`src/rtl/spi_target.sv`:
```
`default_nettype none
// ============================================================================
// Module   : spi_target
// Purpose  : SPI mode-0 target, fully oversampled in the CLK domain, with a
//            one-entry TX holding register and an RX strobe per received word.
// Revision : 1.0 - initial release
// ============================================================================
module spi_target #(
    parameter int                   SYNC_STAGES = 2,
    parameter int                   BIT_WIDTH   = 8,
    parameter logic [BIT_WIDTH-1:0] IDLE_FILL   = '1
) (
    input  logic                 CLK,
    input  logic                 RESET_n,
    input  logic                 SCLK,
    input  logic                 MOSI,
    input  logic                 CS_n,
    output logic                 MISO,
    output logic                 MISO_OE,
    output logic                 SELECTED,
    input  logic [BIT_WIDTH-1:0] TX_DATA,
    input  logic                 TX_VALID,
    output logic                 TX_READY,
    output logic [BIT_WIDTH-1:0] RX_DATA,
    output logic                 RX_VALID,
    output logic                 TX_UNDERRUN
);

    localparam int                 c_CNT_W    = (BIT_WIDTH > 2) ? $clog2(BIT_WIDTH) : 1;
    localparam logic [c_CNT_W-1:0] c_LAST_BIT = c_CNT_W'(BIT_WIDTH - 1);

    typedef enum logic [0:0] {
        ST_IDLE   = 1'b0,
        ST_ACTIVE = 1'b1
    } state_t;

    state_t                   r_state;
    state_t                   w_state_nxt;
    logic [SYNC_STAGES-1:0]   r_sclk_sync;
    logic [SYNC_STAGES-1:0]   r_mosi_sync;
    logic [SYNC_STAGES-1:0]   r_cs_sync;
    logic                     r_sclk_prev;
    logic [c_CNT_W-1:0]       r_bit_cnt;
    logic [BIT_WIDTH-2:0]     r_rx_shift;
    logic [BIT_WIDTH-1:0]     r_tx_shift;
    logic [BIT_WIDTH-1:0]     r_hold;
    logic                     r_hold_full;
    logic [BIT_WIDTH-1:0]     r_rx_data;
    logic                     r_rx_valid;
    logic                     r_underrun;

    logic                     w_sclk_s;
    logic                     w_mosi_s;
    logic                     w_cs_active;
    logic                     w_sclk_rise;
    logic                     w_sclk_fall;
    logic                     w_load;
    logic                     w_tx_shift_en;
    logic                     w_rx_shift_en;
    logic                     w_rx_done;
    logic                     w_write;
    logic [BIT_WIDTH-1:0]     w_rx_word;

    assign w_sclk_s    = r_sclk_sync[SYNC_STAGES-1];
    assign w_mosi_s    = r_mosi_sync[SYNC_STAGES-1];
    assign w_cs_active = ~r_cs_sync[SYNC_STAGES-1];
    assign w_sclk_rise = w_sclk_s & ~r_sclk_prev;
    assign w_sclk_fall = ~w_sclk_s & r_sclk_prev;
    assign w_rx_word   = {r_rx_shift, w_mosi_s};
    assign w_write     = TX_VALID & ~r_hold_full;

    // CS_n synchronizer resets to the deselected level so reset release never fakes a frame start
    always_ff @(posedge CLK or negedge RESET_n) begin
        if (!RESET_n) begin
            r_sclk_sync <= '0;
            r_mosi_sync <= '0;
            r_cs_sync   <= '1;
            r_sclk_prev <= 1'b0;
        end else begin
            r_sclk_sync <= {r_sclk_sync[SYNC_STAGES-2:0], SCLK};
            r_mosi_sync <= {r_mosi_sync[SYNC_STAGES-2:0], MOSI};
            r_cs_sync   <= {r_cs_sync[SYNC_STAGES-2:0], CS_n};
            r_sclk_prev <= w_sclk_s;
        end
    end

    always_ff @(posedge CLK or negedge RESET_n) begin
        if (!RESET_n) begin
            r_state <= ST_IDLE;
        end else begin
            r_state <= w_state_nxt;
        end
    end

    always_comb begin
        w_state_nxt   = r_state;
        w_load        = 1'b0;
        w_tx_shift_en = 1'b0;
        w_rx_shift_en = 1'b0;
        w_rx_done     = 1'b0;
        case (r_state)
            ST_IDLE: begin
                if (w_cs_active) begin
                    w_state_nxt = ST_ACTIVE;
                    w_load      = 1'b1;
                end
            end
            ST_ACTIVE: begin
                if (!w_cs_active) begin
                    w_state_nxt = ST_IDLE;
                end else begin
                    if (w_sclk_rise) begin
                        w_rx_shift_en = 1'b1;
                        w_rx_done     = (r_bit_cnt == c_LAST_BIT);
                    end
                    // a falling edge with the counter wrapped marks the word boundary
                    if (w_sclk_fall) begin
                        if (r_bit_cnt == '0) begin
                            w_load = 1'b1;
                        end else begin
                            w_tx_shift_en = 1'b1;
                        end
                    end
                end
            end
            default: w_state_nxt = ST_IDLE;
        endcase
    end

    always_ff @(posedge CLK or negedge RESET_n) begin
        if (!RESET_n) begin
            r_bit_cnt   <= '0;
            r_rx_shift  <= '0;
            r_tx_shift  <= '0;
            r_hold      <= '0;
            r_hold_full <= 1'b0;
            r_rx_data   <= '0;
            r_rx_valid  <= 1'b0;
            r_underrun  <= 1'b0;
        end else begin
            r_rx_valid <= w_rx_done;
            r_underrun <= w_load & ~r_hold_full;

            if (r_state == ST_IDLE) begin
                r_bit_cnt <= '0;
            end else if (w_rx_shift_en) begin
                r_bit_cnt <= w_rx_done ? '0 : r_bit_cnt + 1'b1;
            end

            if (w_rx_shift_en) begin
                r_rx_shift <= w_rx_word[BIT_WIDTH-2:0];
            end
            if (w_rx_done) begin
                r_rx_data <= w_rx_word;
            end

            if (w_load) begin
                r_tx_shift <= r_hold_full ? r_hold : IDLE_FILL;
            end else if (w_tx_shift_en) begin
                r_tx_shift <= {r_tx_shift[BIT_WIDTH-2:0], 1'b0};
            end

            // a write coinciding with an empty-register load is kept for the following load
            if (w_load && r_hold_full) begin
                r_hold_full <= 1'b0;
            end
            if (w_write) begin
                r_hold      <= TX_DATA;
                r_hold_full <= 1'b1;
            end
        end
    end

    assign SELECTED    = (r_state == ST_ACTIVE);
    assign MISO_OE     = SELECTED;
    assign MISO        = SELECTED ? r_tx_shift[BIT_WIDTH-1] : 1'b1;
    assign TX_READY    = ~r_hold_full;
    assign RX_DATA     = r_rx_data;
    assign RX_VALID    = r_rx_valid;
    assign TX_UNDERRUN = r_underrun;

endmodule
`default_nettype wire
```
`config.mk`:
```
export PLATFORM = sky130hd
export DESIGN_NAME = spi_target
export DESIGN_NICKNAME = d
export VERILOG_FILES = /design/src/rtl/spi_target.sv
export SDC_FILE = /design/constraint.sdc
export NUM_CORES = 1
export LEC_CHECK = 0
export BUFFER_PORTS_ARGS = -buffer_cell sky130_fd_sc_hd__clkbuf_2
export CAP_MARGIN = 20
export CORE_MARGIN = 2
export CORE_UTILIZATION = 50
export DETAILED_ROUTE_END_ITERATION = 7
export PLACE_DENSITY = 0.77
export SLEW_MARGIN = 0
export SYNTH_ARGS = -nofsm -noshare
export SYNTH_HDL_FRONTEND = slang
export SYNTH_SLANG_ARGS = --single-unit
```
`constraint.sdc`:
```
create_clock -name CLK -period 1.46 [get_ports CLK]
set_clock_uncertainty 0.15 [all_clocks]
set_input_delay 0.073 -clock CLK [delete_from_list [all_inputs] [get_ports CLK]]
set_output_delay 0.073 -clock CLK [all_outputs]
set_load 0.02 [all_outputs]
```
==> flow_summary_export.csv <==
group,metric,value,unit
run_status,status,"finished with violations",
run_status,violations,"negative setup slack",
sta,min_period_over_period,107,%
sta,max_slew_margin,78.8,%
power,vdd_ir_drop_max,0.000632,V
power,cellPowerDensity,1100,mW/mm^2
logic_synthesis,syn-instance-count,134,
routing,drt_iter0_markers,25,
finish,area_growth,37.0,%
routing,dr.pass1.iters,2,
logic_synthesis,syn_nets,151,
grt,grt_max_degree,46,
placed_design,place_inst,217,
clocking,clkTransAtPathRegs,0.08,ns
setup_path,cp_max_fo,7,
power,p_int,0.00207,W
floorplan,die_height,64.6,um
grt,antenna_found_initial,0,
power,leakagePower,1.19,nW
sta,setup_violations,26,
clocking,cts_buffers,5,
routing,ant_nets,0,
placed_design,gp_congestion,0.720,
logic_synthesis,synthTopCellsByCount,"43 x dfrtp_1, 16 x mux2_2, 13 x inv_1",
min_path,hold_class,"primary input to async pin",
logic_synthesis,syn_area_per_cell,13.7,um^2
routing,totalWireLength,3480,um
logic_synthesis,synth_top_area_cell,"dfrtp_1",
grt,gr-usage-all-layers,19.7,%
grt,grt_pass1_wl,6110,um
setup_path,cp_slowest_cell,"dfrtp_1",
setup_path,r2r_cells,3,
power,sw_frac_of_total,25.5,%
setup_path,required,1.49,ns
floorplan,start_util,50.9,%
setup_path,crit_type,"register to register",
setup_path,cp_cell_sequence,"and4bb_4, buf_8, mux2_4",
setup_path,start_kind,"register",
floorplan,rows,22,
power,p_comb_share,17.1,%
power,p_switching,0.000709,W
sta,slew_violations,0,
finish,layout.nets,210,
sta,rsz0062_at_grt,"true",
grt,grt_remaining_overflow,0,
placed_design,dp_hpwl,2330,um
floorplan,dieArea,0.00417,mm^2
clocking,numClockSinks,45,
placed_design,numPortBuffers,27,
logic_synthesis,synth-edff-count,0,
finish,final_cells,241,
clocking,clockRootBuffer,"clkbuf_8",
sta,holdWs,0.143,ns
floorplan,pin_count,28,
logic_synthesis,synthTopCellsByArea,"dfrtp_1 59%, mux2_2 9.8%, mux2_4 6.5%",
grt,grt_pass1_vias,1348,
routing,drc,0,
routing,vias_per_cell,5.09,
floorplan,die_x,64.6,um
power,clkPwrFrac,27.4,%
logic_synthesis,yosys.area.top_type_share,58.6,%
setup_path,slowest_delay,0.45,ns
sta,setup_ws,-0.107,ns
setup_path,end_kind,"register",
finish,num_antenna_cells,0,
floorplan,fp.coreArea,0.00361,mm^2
sta,tns,-1.82,ns
finish,drive_gt1_share,51.3,%
finish,fillers,247,
clocking,cts_tree,"built",
logic_synthesis,yosys_warnings,0,
clocking,cts_max_path_buffers,2,
clocking,clk_latency,0.29,ns
power,p_seq_share,55.5,%
logic_synthesis,synth_seq_area_share,61.4,%
job,maxCapViolCount,0,
logic_synthesis,ys_ff_latch,45,
routing,post_drt_wl_per_cell,14.5,um
sta,max_freq,0.638,GHz
clocking,htree_levels,2,
sta,period_needed,1.57,ns
logic_synthesis,synth_most_common_cell,"dfrtp_1",
logic_synthesis,synthDistinctLibCells,27,
sta,hold_viol,0,
logic_synthesis,synth_ff_type,"dfrtp_1",
sta,tightest_slew,0.318,ns
setup_path,arrival,1.60,ns
logic_synthesis,mappedNetlistArea,0.00184,mm^2
routing,num_vias,1227,
logic_synthesis,async_flop_share,100,%
## metrics by stage
| step | util, % | setup slack (ns) | instance area, um^2 | power [W] |
|---|---|---|---|---|
| 2_1_floorplan | - | -0.0727 | 1850 | 0.00176 |
| 3_3_place_gp | 58.8 | -0.117 | 2120 | 0.00188 |
| 3_5_place_dp | 58.8 | -0.171 | 2120 | 0.00192 |
| 4_1_cts | 68.2 | -0.104 | 2460 | 0.00279 |
| 5_1_grt | 69.8 | -0.146 | 2520 | 0.00293 |
| 6_report | 69.8 | -0.107 | 2520 | 0.00278 |
## final timing paths
path	start	endpoint	slack [ns]
min in group CLK	r_sclk_sync[0]	r_sclk_sync[1]	0.20
worst min register to register	r_sclk_sync[0]	r_sclk_sync[1]	0.20
worst min-delay path	RESET_n	RX_DATA[7]	0.14
worst max register to register	r_sclk_prev	r_rx_shift[4]	-0.11
worst max-delay path	r_sclk_prev	r_rx_shift[4]	-0.11
max in group asynchronous	RESET_n	r_cs_sync[0]	0.75
## sequential cells by signal (all words and copies together), names as in the netlist
name and count:
RX_VALID 1, RX_DATA 8, r_rx_shift 7, r_tx_shift 8
r_hold 8, MISO_OE 1, r_cs_sync 2, r_sclk_sync 2
r_sclk_prev 1, r_bit_cnt 3, r_hold_full 1, r_mosi_sync 2
TX_UNDERRUN 1
## placed cells by master, fill, tap and decap left out, drive strengths merged
master | netlist | layout
dfrtp | 43 | 43
clkbuf | 1 | 33
mux2 | 24 | 24
buf | 3 | 15
dlygate4sd3 | 0 | 13
inv | 13 | 13
nor2 | 11 | 11
nand3 | 7 | 7
o221ai | 7 | 7
nand2b | 4 | 4
a21oi | 3 | 3
ha | 3 | 3
clkinvlp | 0 | 2
o21ai | 1 | 2
nand3b | 2 | 2
dfstp | 2 | 2
and4bb | 2 | 2
nand2 | 2 | 2
nor4bb | 1 | 1
nor3b | 1 | 1
nor2b | 1 | 1
o22ai | 1 | 1
mux2i | 1 | 1
## layout make-up
| type | count | area, um^2 | area share (%) |
|---|---|---|---|
| Clock buffer | 6 | 82.6 | 3.28 |
| Clock inverter | 1 | 7.51 | 0.298 |
| Inverter | 14 | 56.3 | 2.24 |
| Multi-Input combinational cell | 72 | 777 | 30.9 |
| Sequential cell | 45 | 1130 | 45.0 |
| Tap cell | 48 | 60.1 | 2.39 |
| Timing Repair Buffer | 55 | 402 | 16.0 |
## what timing repair did
action	CTS	global route
pin swaps	3	3
hold buffers	13	0
setup endpoints to repair	28	29
hold endpoints to repair	57	0
resized for setup	20	13
setup buffers	2	1
gates cloned	1	0
## cells by family after synthesis
group	share of synthesized area, %
flops	61.4
simple gates	10.3
mux	16.9
buf+inv	4.36
compound gates	4.97
fa+ha+maj	2.04
## worst max-delay path: cells and delay by family (launching register included)
family                 cells  cell delay, ns
multiplexers               1            0.31
buffers and inverters      1            0.15
flip-flops                 1            0.45
AND/OR/NAND/NOR            1            0.40
## layer usage
metal,wire [um],track usage [%]
met1,1410,21.4
met2,1850,36.2
met3,152,5.38
met4,72,7.98
met5,0,0
## power by group through the flow
stage / combinational (W) / sequential, W / clock (W)
floorplan: 0.000242 / 0.00152 / 0
global placement: 0.000340 / 0.00154 / 0
detailed placement: 0.000365 / 0.00155 / 0
CTS: 0.000466 / 0.00153 / 0.000787
global route: 0.000527 / 0.00156 / 0.000841
finish: 0.000475 / 0.00154 / 0.000761
Power figures use the tool's default switching activity.
